$ cat src/rtl/mem_wb_stage_pkg.sv
// Shared definitions for the MEM/WB pipeline stage: default widths and
// the packed layout of one write-back entry.
package mem_wb_stage_pkg;

    localparam int DATA_W_DEF     = 32;
    localparam int REG_ADDR_W_DEF = 5;
    localparam int ZERO_REG       = 0;

    // Entry layout at default widths. The stage packs entries in this field
    // order, so a default-width entry vector casts directly to this type.
    typedef struct packed {
        logic                      reg_write;
        logic [REG_ADDR_W_DEF-1:0] dest;
        logic [DATA_W_DEF-1:0]     wb_data;
    } wb_entry_t;

    // Packed width of one entry for the given data and address widths.
    function automatic int entry_w(input int data_w, input int reg_addr_w);
        return 1 + reg_addr_w + data_w;
    endfunction

endpackage

$ cat src/rtl/mem_wb_stage_if.sv
// Handshake and data bundle between the MEM stage, the MEM/WB register and
// the write-back consumer. The stage takes the slave side; whatever drives
// the MEM-side inputs and consumes the write-back outputs takes the master side.
interface mem_wb_stage_if #(
    parameter int DATA_W     = 32,
    parameter int REG_ADDR_W = 5
);
    // MEM-side handshake and payload
    logic                  in_valid;
    logic                  in_ready;
    logic                  flush;
    logic                  reg_write_in;
    logic                  mem_to_reg_in;
    logic [DATA_W-1:0]     read_data_in;
    logic [DATA_W-1:0]     address_in;
    logic [REG_ADDR_W-1:0] wb_dest_in;

    // Write-back-side handshake and payload
    logic                  out_valid;
    logic                  out_ready;
    logic                  reg_write_out;
    logic [DATA_W-1:0]     wb_data_out;
    logic [REG_ADDR_W-1:0] wb_dest_out;

    // Register-file forwarding lookup
    logic [REG_ADDR_W-1:0] fwd_addr;
    logic                  fwd_hit;
    logic [DATA_W-1:0]     fwd_data;

    modport slave (
        input  in_valid, flush, reg_write_in, mem_to_reg_in,
               read_data_in, address_in, wb_dest_in,
               out_ready, fwd_addr,
        output in_ready, out_valid, reg_write_out, wb_data_out,
               wb_dest_out, fwd_hit, fwd_data
    );

    modport master (
        output in_valid, flush, reg_write_in, mem_to_reg_in,
               read_data_in, address_in, wb_dest_in,
               out_ready, fwd_addr,
        input  in_ready, out_valid, reg_write_out, wb_data_out,
               wb_dest_out, fwd_hit, fwd_data
    );

endinterface

$ cat src/rtl/mem_wb_stage_wb_entry_reg.sv
// One pipeline entry: a valid bit plus a packed {reg_write, dest, wb_data}
// payload. Clear wins over load. The payload only changes when a valid
// entry is loaded, so an emptied slot keeps its last contents.
module wb_entry_reg
    import mem_wb_stage_pkg::*;
#(
    parameter int W = entry_w(DATA_W_DEF, REG_ADDR_W_DEF)
) (
    input  logic         clk,
    input  logic         rst_n,
    input  logic         clear,
    input  logic         load,
    input  logic         valid_in,
    input  logic [W-1:0] d,
    output logic         valid,
    output logic [W-1:0] q
);

    // Valid bit and payload register with async reset and clear priority
    always_ff @(posedge clk or negedge rst_n) begin
        if (!rst_n) begin
            valid <= 1'b0;
            q     <= '0;
        end else if (clear) begin
            valid <= 1'b0;
        end else if (load) begin
            valid <= valid_in;
            if (valid_in) begin
                q <= d;
            end
        end
    end

endmodule

$ cat src/rtl/mem_wb_stage.sv
// MEM/WB pipeline stage with a two-deep FIFO (main + skid). The skid entry
// lets in_ready be a pure register output, which breaks the ready path
// back into MEM. The write-back select happens at capture, so each entry
// already holds its final write-back value.
module mem_wb_stage
    import mem_wb_stage_pkg::*;
#(
    parameter int DATA_W     = DATA_W_DEF,
    parameter int REG_ADDR_W = REG_ADDR_W_DEF
) (
    input  logic             clk,
    input  logic             rst_n,
    mem_wb_stage_if.slave    bus
);

    localparam int EW = entry_w(DATA_W, REG_ADDR_W);

    logic          accept;
    logic          fire;
    logic [EW-1:0] in_entry;

    logic          m_valid;
    logic          m_load;
    logic          m_valid_in;
    logic [EW-1:0] m_d;
    logic [EW-1:0] m_q;

    logic          s_valid;
    logic          s_load;
    logic [EW-1:0] s_q;

    logic          s_hit;
    logic          m_hit;
    logic          fwd_nonzero;

    assign accept   = bus.in_valid & bus.in_ready;
    assign fire     = m_valid & bus.out_ready;
    assign in_entry = {bus.reg_write_in, bus.wb_dest_in,
                       bus.mem_to_reg_in ? bus.read_data_in : bus.address_in};

    // Main entry: refills whenever it is empty or draining. The skid, if
    // occupied, is older than any new input, so it moves up first. While main
    // is empty the skid is always empty, so s_valid alone picks the source.
    assign m_load     = fire | ~m_valid;
    assign m_valid_in = s_valid | accept;
    assign m_d        = s_valid ? s_q : in_entry;

    // Skid entry: on a fire it drains into main (in_ready is low then, so
    // nothing is accepted and it goes empty). Without a fire it captures an
    // input that arrives while main is still occupied.
    assign s_load = fire ? s_valid : (m_valid & accept);

    wb_entry_reg #(.W(EW)) u_main (
        .clk      (clk),
        .rst_n    (rst_n),
        .clear    (bus.flush),
        .load     (m_load),
        .valid_in (m_valid_in),
        .d        (m_d),
        .valid    (m_valid),
        .q        (m_q)
    );

    wb_entry_reg #(.W(EW)) u_skid (
        .clk      (clk),
        .rst_n    (rst_n),
        .clear    (bus.flush),
        .load     (s_load),
        .valid_in (accept),
        .d        (in_entry),
        .valid    (s_valid),
        .q        (s_q)
    );

    assign bus.in_ready      = ~s_valid;
    assign bus.out_valid     = m_valid;
    assign bus.reg_write_out = m_valid & m_q[EW-1];
    assign bus.wb_dest_out   = m_q[DATA_W +: REG_ADDR_W];
    assign bus.wb_data_out   = m_q[DATA_W-1:0];

    // Forwarding lookup: r0 never forwards; the younger skid entry wins.
    always_comb begin
        fwd_nonzero = (bus.fwd_addr != {REG_ADDR_W{1'b0}});
        s_hit       = fwd_nonzero & s_valid & s_q[EW-1]
                      & (s_q[DATA_W +: REG_ADDR_W] == bus.fwd_addr);
        m_hit       = fwd_nonzero & m_valid & m_q[EW-1]
                      & (m_q[DATA_W +: REG_ADDR_W] == bus.fwd_addr);
        bus.fwd_hit  = s_hit | m_hit;
        bus.fwd_data = {DATA_W{1'b0}};
        if (s_hit) begin
            bus.fwd_data = s_q[DATA_W-1:0];
        end else if (m_hit) begin
            bus.fwd_data = m_q[DATA_W-1:0];
        end
    end

endmodule

$ cat src/flat_wrapper.sv
// flat-port wrapper written by rule: the top's interface ports become plain ports
module mem_wb_stage_flat import mem_wb_stage_pkg::*;
#(
    parameter int DATA_W     = DATA_W_DEF,
    parameter int REG_ADDR_W = REG_ADDR_W_DEF
)
  (clk, rst_n, bus_in_valid, bus_flush, bus_reg_write_in, bus_mem_to_reg_in, bus_read_data_in, bus_address_in, bus_wb_dest_in, bus_out_ready, bus_fwd_addr, bus_in_ready, bus_out_valid, bus_reg_write_out, bus_wb_data_out, bus_wb_dest_out, bus_fwd_hit, bus_fwd_data);
  mem_wb_stage_if #(.DATA_W(DATA_W), .REG_ADDR_W(REG_ADDR_W)) bus_i ();
  input  logic clk;
  input  logic rst_n;
  input wire logic [$bits(bus_i.in_valid)-1:0] bus_in_valid;
  input wire logic [$bits(bus_i.flush)-1:0] bus_flush;
  input wire logic [$bits(bus_i.reg_write_in)-1:0] bus_reg_write_in;
  input wire logic [$bits(bus_i.mem_to_reg_in)-1:0] bus_mem_to_reg_in;
  input wire logic [$bits(bus_i.read_data_in)-1:0] bus_read_data_in;
  input wire logic [$bits(bus_i.address_in)-1:0] bus_address_in;
  input wire logic [$bits(bus_i.wb_dest_in)-1:0] bus_wb_dest_in;
  input wire logic [$bits(bus_i.out_ready)-1:0] bus_out_ready;
  input wire logic [$bits(bus_i.fwd_addr)-1:0] bus_fwd_addr;
  output wire logic [$bits(bus_i.in_ready)-1:0] bus_in_ready;
  output wire logic [$bits(bus_i.out_valid)-1:0] bus_out_valid;
  output wire logic [$bits(bus_i.reg_write_out)-1:0] bus_reg_write_out;
  output wire logic [$bits(bus_i.wb_data_out)-1:0] bus_wb_data_out;
  output wire logic [$bits(bus_i.wb_dest_out)-1:0] bus_wb_dest_out;
  output wire logic [$bits(bus_i.fwd_hit)-1:0] bus_fwd_hit;
  output wire logic [$bits(bus_i.fwd_data)-1:0] bus_fwd_data;
  assign bus_i.in_valid = bus_in_valid;
  assign bus_i.flush = bus_flush;
  assign bus_i.reg_write_in = bus_reg_write_in;
  assign bus_i.mem_to_reg_in = bus_mem_to_reg_in;
  assign bus_i.read_data_in = bus_read_data_in;
  assign bus_i.address_in = bus_address_in;
  assign bus_i.wb_dest_in = bus_wb_dest_in;
  assign bus_i.out_ready = bus_out_ready;
  assign bus_i.fwd_addr = bus_fwd_addr;
  assign bus_in_ready = bus_i.in_ready;
  assign bus_out_valid = bus_i.out_valid;
  assign bus_reg_write_out = bus_i.reg_write_out;
  assign bus_wb_data_out = bus_i.wb_data_out;
  assign bus_wb_dest_out = bus_i.wb_dest_out;
  assign bus_fwd_hit = bus_i.fwd_hit;
  assign bus_fwd_data = bus_i.fwd_data;
  mem_wb_stage #(.DATA_W(DATA_W), .REG_ADDR_W(REG_ADDR_W)) u_core (.clk(clk), .rst_n(rst_n), .bus(bus_i));
endmodule
$ cat config.mk
export PLATFORM = sky130hd
export DESIGN_NAME = mem_wb_stage_flat
export DESIGN_NICKNAME = d
export VERILOG_FILES = /design/src/rtl/mem_wb_stage_pkg.sv /design/src/rtl/mem_wb_stage_if.sv /design/src/rtl/mem_wb_stage_wb_entry_reg.sv /design/src/rtl/mem_wb_stage.sv /design/src/flat_wrapper.sv
export SDC_FILE = /design/constraint.sdc
export NUM_CORES = 1
export LEC_CHECK = 0
export BUFFER_PORTS_ARGS = -buffer_cell sky130_fd_sc_hd__buf_2
export CORE_ASPECT_RATIO = 1.75
export CORE_MARGIN = 4
export CORE_UTILIZATION = 45
export CTS_CLUSTER_DIAMETER = 60
export DETAILED_ROUTE_END_ITERATION = 10
export GPL_ROUTABILITY_DRIVEN = 0
export GPL_TIMING_DRIVEN = 0
export PLACE_DENSITY = 0.72
export SLEW_MARGIN = 0
export SYNTH_ARGS = -nofsm -noshare
export SYNTH_HDL_FRONTEND = slang
export SYNTH_HIERARCHICAL = 1
export SYNTH_SLANG_ARGS = --single-unit
$ cat constraint.sdc
create_clock -name clk -period 2.3 [get_ports clk]
set_input_delay 0.115 -clock clk [delete_from_list [all_inputs] [get_ports clk]]
set_output_delay 0.115 -clock clk [all_outputs]
set_load 0.005 [all_outputs]
==> out/metrics.csv <==
metric,value,unit
clk slew on worst S/H paths,0.06,ns
Tot Pwr,4.354,mW
Final Max Slew Viols,0,
prevailing post-synth register cell,dfrtp_1,
drt first pass iters,4,
Global Route met3 Usage,3.143,%
Multi-input gate area,2791,sq um
die area,12880,sq um
P per Cell Area,692.2,nW/um^2
Synth Cell Area,4981,sq um
switching power,1.131,mW
pin count of the biggest net entering global routing,63,
Cell variety after synth,26,
n_diodes,0,
Cell Rows,50,
peak supply drop,560.7,uV
max-cap violations,0,
fin crit share,94.99,%
largest cells by area after synthesis,"dfrtp_1, mux2_2, mux2_4",
post-DR vias/cell,5.358,
Slew @ Worst Pin,0.6667,ns
Highest Clock Rate,0.4577,GHz
maximum root-to-sink buffer count,2,
"top cells by count, synth","mux2_2, dfrtp_1, mux2_4",
Comb power frac,23.4,%
Overflow after GRT,0,
Mapped Cells,348,
Critical Path AT,2.07,ns
Post-synth EDFFs,0,
deepest level of the CTS H-tree,3,
Critical Path RT,2.18,ns
Chip Height,147.2,um
post-route core utilization,58.45,%
Core Area,10760,sq um
initial antenna violation count,0,
average wire per standard cell,19.32,um
dpl hpwl,9149,um
area post-placement,5934,sq um
Final setup viols,0,
CTS tree,done,
Area Growth Syn to Fin,26.27,%
Worst Hold Depth,2,
number of synthesized register bits,78,
cts bufs inserted,9,
Crit. End Element,output pin,
Pleak,3.158,nW
top-count cell post-synth,mux2_2,
nature of the critical path startpoint,flip-flop,
first-pass GRT wire length,19900,um
IO Port Bufs,152,
status,"finished, final reports clean",
post-route antenna net violation count,0,
Hold Fails Final Rpt,0,
final-layout fill cell count,944,
root buf cell,clkbuf_16,
DR vias,3483,
CTS sink cnt,78,
Rel. slew slack,55.56,%
"area leader, netlist",dfrtp_1,
switching share of total power,25.98,%
post-route design area,6290,sq um
clock share of power,32.7,%
P_int,3.223,mW
Ys Warns,6,
met1 GRT Util,22.73,%
post-synth top area share,39.19,%
final wirelength,12560,um
vias in the first global route,3852,
pre-CTS setup slack,0.2072,ns
register area share after synthesis,39.19,%
Initial Util,46.29,%
crit-path max FO,10,
Final WS setup,0.1153,ns
GR peak layer,met2,
DR iter-0 viols,94,
post-layout net count,596,
Final min period,2.185,ns
"Net Count, Synth",429,
Die X,87.53,um
worst reg2reg path depth,5,
I/O pin count,154,
Worst-Skew Late Latency,0.33,ns
GR Util All Layers,19.80,%
share of cells above drive strength 1,70.00,%
Hold Path Class,input pin to flip-flop,
Clock Skews,0.004185,ns
grt met2 use,36.10,%
DRC,0,
register area,1952,sq um
CP Class,flip-flop to output pin,
syn avg cell area,14.31,sq um
part of the power in registers,43.8,%
RSZ-0062 raised after global routing,yes,
Async SR Flop Fraction,100.0,%
[through the flow]
stage / std cells / setup TNS [ns] / hold WS (ns)
global placement: 630 / 0 / 0.3176
CTS: 650 / 0 / 0.02736
finish: 650 / 0 / 0.03882
global route: 650 / -0.04459 / 0.03859
detailed placement: 631 / 0 / 0.006910
floorplan: 348 / 0 / -0.1806
[power groups by stage]
stage	Sequential, mW	Clock [mW]	Combinational [mW]
finish	1.91	1.42	1.02
global placement	1.91	0	0.976
detailed placement	1.93	0	1.02
CTS	1.91	1.46	1.03
floorplan	1.88	0	0.643
global route	1.95	1.53	1.10
[final cells by class]
type                       count  share of cell area [%]
multi-input combinational    240                   44.38
sequential                    78                   31.03
timing repair buffer         156                   13.01
buffer                        29                   4.138
clock buffer                  12                   4.078
tap                          130                   2.586
clock inverter                 4                  0.7161
inverter                       1                 0.05968
[worst paths after layout]
path / startpoint / to / slack [ns]
max: u_core/u_skid/q[32] / bus_fwd_data[26] / 0.12
min: bus_wb_dest_in[4] / u_core/u_skid/q[36] / 0.04
max reg2reg: u_core/u_skid/valid / u_core/u_main/q[15] / 0.22
min reg2reg: u_core/u_main/q[37] / u_core/u_main/q[37] / 0.50
max in group asynchronous: rst_n / u_core/u_skid/q[37] / 1.49
min in group asynchronous: rst_n / u_core/u_main/q[30] / 0.21
[routing by layer]
layer,routed length (um),share of wire (%)
met5,0,0
met4,238,1.9
met3,578,4.6
met2,6921,55
met1,4818,38
[registers in the layout (all words and copies together), names as in the netlist]
register and cells:
u_core/u_main/q 38, u_core/u_main/valid 1, u_core/u_skid/q 38, u_core/u_skid/valid 1
[critical path, stage by stage (launching register included)]
cell and delay, ns:
dfrtp_1 0.39, xnor2_1 0.13, nand3_1 0.09, or3_1 0.38, buf_6 0.16, buf_12 0.15, mux2_4 0.30, buf_2 0.13
[cell usage in the layout (no fill, tap or decap), types with 3 or more instances in the layout]
| cell | instances |
|---|---|
| buf_2 | 157 |
| mux2_2 | 98 |
| dfrtp_1 | 78 |
| mux2_4 | 69 |
| nor4b_1 | 29 |
| mux2_1 | 11 |
| xnor2_1 | 10 |
| clkbuf_16 | 9 |
| buf_12 | 7 |
| clkbuf_2 | 6 |
| clkbuf_1 | 5 |
| clkinv_2 | 3 |
| buf_6 | 3 |
| nor4b_2 | 3 |
| buf_1 | 3 |
| mux2i_1 | 3 |
[logic make-up (layout without fill, tap and decap cells)]
family | count (synthesis) | count (layout) | share of synthesized area [%]
xor+xnor | 10 | 10 | 1.758
simple gates | 48 | 48 | 7.712
compound gates | 1 | 1 | 0.1508
buf+inv | 30 | 202 | 5.149
flops | 78 | 78 | 39.19
mux | 181 | 181 | 46.04
[what timing repair did]
item,4_1_cts,5_1_grt
setup buffers,1,0
hold endpoints to repair,22,0
hold buffers,2,0
pin swaps,1,0
endpoints found under the setup margin,29,29
gates resized for setup,3,9
Note: power is estimated with default switching activity, not from simulation.
